<file path="src/rtl/prra_arbiter.sv">
// Registered pseudo round-robin arbiter with an optional hold quota (MAX_HOLD > 0).
// Define PRRA_ARBITER_GRANT_CNT_EN to build the 16-bit grant counter; otherwise grant_cnt is tied to 0.
module prra_arbiter #(
  parameter int WIDTH        = 4,
  parameter int LOG2_WIDTH   = 2,
  parameter int STATE_OFFSET = 1,
  parameter int MAX_HOLD     = 0
) (
  input  logic                  clk,
  input  logic                  srst,
  input  logic [WIDTH-1:0]      request,
  output logic                  grant_valid,
  output logic [LOG2_WIDTH-1:0] grant_index,
  output logic [WIDTH-1:0]      grant_onehot,
  output logic [15:0]           grant_cnt
);

  localparam int                       HOLD_W     = (MAX_HOLD > 0) ? $clog2(MAX_HOLD + 1) : 1;
  localparam logic [HOLD_W-1:0]        HOLD_MAX   = HOLD_W'(MAX_HOLD);
  localparam logic [LOG2_WIDTH-1:0]    OFFSET_IDX = LOG2_WIDTH'(STATE_OFFSET);

  typedef enum logic {IDLE, GRANT} state_t;

  state_t                state_q;
  logic [LOG2_WIDTH-1:0] last_q;
  logic                  valid_q;
  logic [WIDTH-1:0]      onehot_q;
  logic [HOLD_W-1:0]     hold_q;

  logic [WIDTH-1:0]      own_oh;
  logic [WIDTH-1:0]      others;
  logic                  own_req;
  logic                  quota_hit;
  logic                  new_grant;
  logic [LOG2_WIDTH-1:0] owner_d;

  // First set bit scanning last+1 .. WIDTH-1, then wrapping 0 .. last; returns last when req is empty.
  function automatic logic [LOG2_WIDTH-1:0] next_idx(input logic [LOG2_WIDTH-1:0] last,
                                                      input logic [WIDTH-1:0] req);
    logic [LOG2_WIDTH-1:0] hi, lo;
    logic                  hi_found, lo_found;
    hi = '0; lo = '0; hi_found = 1'b0; lo_found = 1'b0;
    for (int i = 0; i < WIDTH; i++) begin
      if (req[i]) begin
        if (i > int'(last)) begin
          if (!hi_found) begin hi = LOG2_WIDTH'(i); hi_found = 1'b1; end
        end else if (!lo_found) begin
          lo = LOG2_WIDTH'(i); lo_found = 1'b1;
        end
      end
    end
    return hi_found ? hi : (lo_found ? lo : last);
  endfunction

  function automatic logic [WIDTH-1:0] onehot(input logic [LOG2_WIDTH-1:0] idx);
    logic [WIDTH-1:0] oh;
    for (int i = 0; i < WIDTH; i++) oh[i] = (int'(idx) == i);
    return oh;
  endfunction

  always_comb begin
    own_oh    = onehot(last_q);
    own_req   = |(request & own_oh);
    others    = request & ~own_oh;
    quota_hit = (MAX_HOLD > 0) && (hold_q == HOLD_MAX);
    new_grant = 1'b0;
    owner_d   = last_q;
    if (state_q == IDLE) begin
      new_grant = |request;
      owner_d   = next_idx(last_q, request);
    end else if ((!own_req || quota_hit) && (|others)) begin
      // Release or quota expiry hands off in the same cycle, so there is no idle bubble.
      new_grant = 1'b1;
      owner_d   = next_idx(last_q, others);
    end
  end

  always_ff @(posedge clk) begin
    if (srst) begin
      state_q  <= IDLE;
      last_q   <= OFFSET_IDX;
      valid_q  <= 1'b0;
      onehot_q <= '0;
      hold_q   <= '0;
    end else if (new_grant) begin
      state_q  <= GRANT;
      last_q   <= owner_d;
      valid_q  <= 1'b1;
      onehot_q <= onehot(owner_d);
      hold_q   <= '0;
    end else if (state_q == GRANT) begin
      if (!own_req) begin
        state_q  <= IDLE;
        valid_q  <= 1'b0;
        onehot_q <= '0;
      end else if ((MAX_HOLD > 0) && !quota_hit) begin
        hold_q <= hold_q + 1'b1;
      end
    end
  end

  assign grant_valid  = valid_q;
  assign grant_index  = last_q;
  assign grant_onehot = onehot_q;

`ifdef PRRA_ARBITER_GRANT_CNT_EN
  logic [15:0] cnt_q;

  always_ff @(posedge clk) begin
    if (srst)           cnt_q <= '0;
    else if (new_grant) cnt_q <= cnt_q + 16'd1;
  end

  assign grant_cnt = cnt_q;
`else
  assign grant_cnt = 16'h0000;
`endif

endmodule

</file>
<file path="config.mk">
export PLATFORM = sky130hd
export DESIGN_NAME = prra_arbiter
export DESIGN_NICKNAME = d
export VERILOG_FILES = /design/src/rtl/prra_arbiter.sv
export SDC_FILE = /design/constraint.sdc
export NUM_CORES = 1
export LEC_CHECK = 0
export ABC_AREA = 1
export CAP_MARGIN = 25
export CORE_MARGIN = 4
export CORE_UTILIZATION = 40
export DETAILED_ROUTE_END_ITERATION = 6
export GPL_TIMING_DRIVEN = 0
export PLACE_DENSITY = 0.76
export REMOVE_ABC_BUFFERS = 1
export SYNTH_ARGS = -nofsm -noshare
export SYNTH_HDL_FRONTEND = slang
export SYNTH_SLANG_ARGS = --single-unit
</file>
<file path="constraint.sdc">
create_clock -name clk -period 1.3 [get_ports clk]
set_input_delay 0.195 -clock clk [delete_from_list [all_inputs] [get_ports clk]]
set_output_delay 0.195 -clock clk [all_outputs]
set_load 0.005 [all_outputs]
</file>
==> flow_summary.yaml <==
logic_synthesis:
  ys_seq_area_frac: 0.198
  syn-cell-area_sq_um: 811
  yosysUniqueCellTypes: 22
  synth.most_common_cell: "nand2_1"
  synth_edf_count: 0
  synth_top_cell_by_area: "nand2_1"
  async_flop_share: 0
  syn_area_per_cell_sq_um: 6.01
  syn_inst: 135
  yosys_warnings: 0
  synth_flop_cell: "dfxtp_1"
  yosysTopAreaCellShare: 0.204
  synth_area_leaders: "nand2_1 (20%), dfxtp_1 (20%), buf_4 (15%), nand3_1 (7.4%), inv_1 (6.5%)"
  synth_common_cells: "nand2_1 (44), buf_4 (16), inv_1 (14), nand3_1 (12), nor2_1 (9)"
  ys_ff_latch: 8
route:
  top_layer: "met4"
  vias: 880
  dr_wl_met2_microns: 1150
  ant_nets: 0
  drt_pass1_iterations: 4
  wl_met1_microns: 851
  drt-initial-drc-count: 21
  wl_per_cell_microns: 12.0
  vias_per_cell: 4.81
  wl_microns: 2190
  wl_met3_microns: 149
  drc_errors: 0
sta:
  setup_violations: 7
  skew_ns: 0.00810
  fin_crit_sh: 1.21
  fin_ws_ns: -0.269
  fin_tns_setup_ns: -1.44
  report.final.slew_viol_count: 0
  hold_viol: 0
  clock.fmax_ghz: 0.637
  min_period_ns: 1.57
  rsz0062_at_grt: "yes"
global_route:
  grt_pass1_wl_microns: 3020
  overflow: 0
  track_usage: 0.141
  grt_max_degree: 11
  grt_pass1_vias: 755
  antenna_found_initial: 0
final_layout:
  ff_latch_area_sq_um: 168
  layout.nets: 164
  area_growth_syn_to_layout_pct: 34.1
  fin_area_sq_mm: 0.00109
  nFillCells: 171
  postLayoutCoreUtil: 0.560
  drive_gt1_frac: 0.333
  multiInputGateArea_sq_um: 592
  insertedDiodeCount: 0
worst_setup_path:
  cp.arrival_ns: 1.76
  critPathCapture: "grant_onehot[0]"
  endpoint_kind: "register"
  cp_max_fo: 6
  crit_path_start_kind: "register"
  crit_required_ns: 1.49
  r2r-start: "grant_index[1]"
  rr_endpoint: "grant_onehot[0]"
  r2r_cells: 9
  ff2ff_setup_slack_ns: -0.27
  crit_start: "grant_index[1]"
  crit_type: "register to register"
die:
  die_h_microns: 53.0
  die_x_microns: 53.0
  core.rowCount: 16
  ioPinCount: 29
  coreArea_sq_mm: 0.00194
  die_area_sq_mm: 0.00281
  initial_utilization: 0.418
status:
  violations: "setup timing"
  status: "complete, but fails checks"
cts:
  cts_hold_buf: 0
  cts_tree: "built"
  cts_max_level: 1
  clk_latency_ns: 0.26
  cts.clk_slew.worst_paths_ns: 0.05
  clock_sinks: 8
  cts_root_buf: "clkbuf_4"
  cts_made_buffers: 3
  cts_buffer_depth: 2
pwr:
  power_density_mw_per_mm2: 1020
  vdd_ir_drop_max_uv: 674
  power.share.combinational: 0.545
  power.leakage_nw: 0.621
  internal_power_mw: 0.631
  swShare: 0.434
  switchingPower_mw: 0.483
  power_frac_seq: 0.288
  finalPower_mw: 1.11
  clock_power_share: 0.167
hold_path:
  hp-class: "input port to register"
run:
  maxCapViolCount: 0
place:
  place_area_sq_um: 878
  port_buffers: 12
  place.gp.congestion: 0.801
  hpwlAfterDp_microns: 1330
  post-place-ws_ns: -0.515
-- worst max-delay path, cell delays in order (launching register included) --
cell,delay (ns)
dfxtp_4,0.39
buf_6,0.14
nand3_2,0.07
nand2_2,0.07
nor2_4,0.15
nand2_4,0.10
o21ai_4,0.19
buf_4,0.15
nand3_1,0.10
a21oi_1,0.13
-- layout by cell type, fill, tap and decap left out --
master           netlist  layout
inv_4                  1       2
or2_1                  3       3
buf_4                 16       7
dfxtp_4                0       2
nor2_2                 1       4
clkbuf_4               0       3
dlymetal6s2s_1         0       4
o21ai_0                1       1
inv_1                 14      14
o21ai_4                1       1
nand3_2                1       6
nor2_4                 2       3
nor2_1                 9       5
clkinv_1               1       1
dfxtp_1                8       6
conb_1                 1      16
a31oi_1                2       1
a21oi_1                6       3
nand2_1               44      34
buf_6                  2       2
nand3_1               12       7
clkdlybuf4s50_1        0       3
o21ai_1                1       1
a21oi_2                0       3
inv_2                  2       1
nand2_2                6      13
a31oi_2                0       1
nand2_4                1       4
dlygate4sd2_1          0       5
-- registers in the layout (all words and copies together), names as in the netlist --
name and flops:
grant_onehot 4, state_q 1, grant_valid 1, grant_index 2
-- worst min path at each step --
stage | start | endpoint | slack [ns] | depth (start not counted)
2_1_floorplan | srst | grant_onehot[0] | 0.26 | 1
5_1_grt | request[3] | state_q | 0.37 | 3
3_3_place_gp | grant_onehot[2] | grant_onehot[2] | 0.46 | 2
6_report | request[3] | state_q | 0.34 | 3
4_1_cts | request[2] | state_q | 0.44 | 3
3_5_place_dp | grant_onehot[0] | grant_onehot[0] | 0.46 | 2
-- cell families after synthesis --
logic type,Yosys count,synth area share
flops,8,0.198
simple gates,79,0.451
buf+inv,36,0.262
other cells,1,0.00463
compound gates,11,0.0849
-- final cells by class --
cell class | count | share of cell area
Multi-Input combinational cell | 106 | 0.544
Timing Repair Buffer | 21 | 0.183
Sequential cell | 8 | 0.154
Inverter | 18 | 0.0667
Tap cell | 27 | 0.0311
Clock buffer | 3 | 0.0207
-- stage by stage --
step	instances	hold WS (ns)
CTS	176	0.442
detailed placement	171	0.459
finish	183	0.340
floorplan	132	0.264
global placement	171	0.455
global route	183	0.369
-- power groups by stage --
| stage | sequential (mW) | clock, mW | combinational (mW) |
|---|---|---|---|
| after floorplan | 0.320 | 0 | 0.304 |
| after global placement | 0.324 | 0 | 0.420 |
| after detailed placement | 0.326 | 0 | 0.434 |
| after CTS | 0.323 | 0.193 | 0.458 |
| after global routing | 0.324 | 0.206 | 0.672 |
| final | 0.321 | 0.186 | 0.607 |
-- what timing repair did --
| action | in CTS | in global routing |
|---|---|---|
| setup buffers | 2 | 7 |
| pin swaps | 1 | 12 |
| setup endpoints to repair | 9 | 10 |
| resized for setup | 16 | 30 |
-- routing by layer --
metal | vias up | track usage
met5 | - | 0
met4 | 0 | 0.0298
met3 | 4 | 0.0535
met2 | 42 | 0.254
met1 | 401 | 0.155
li1 | 433 | -
(Power assumes the default switching activity.)
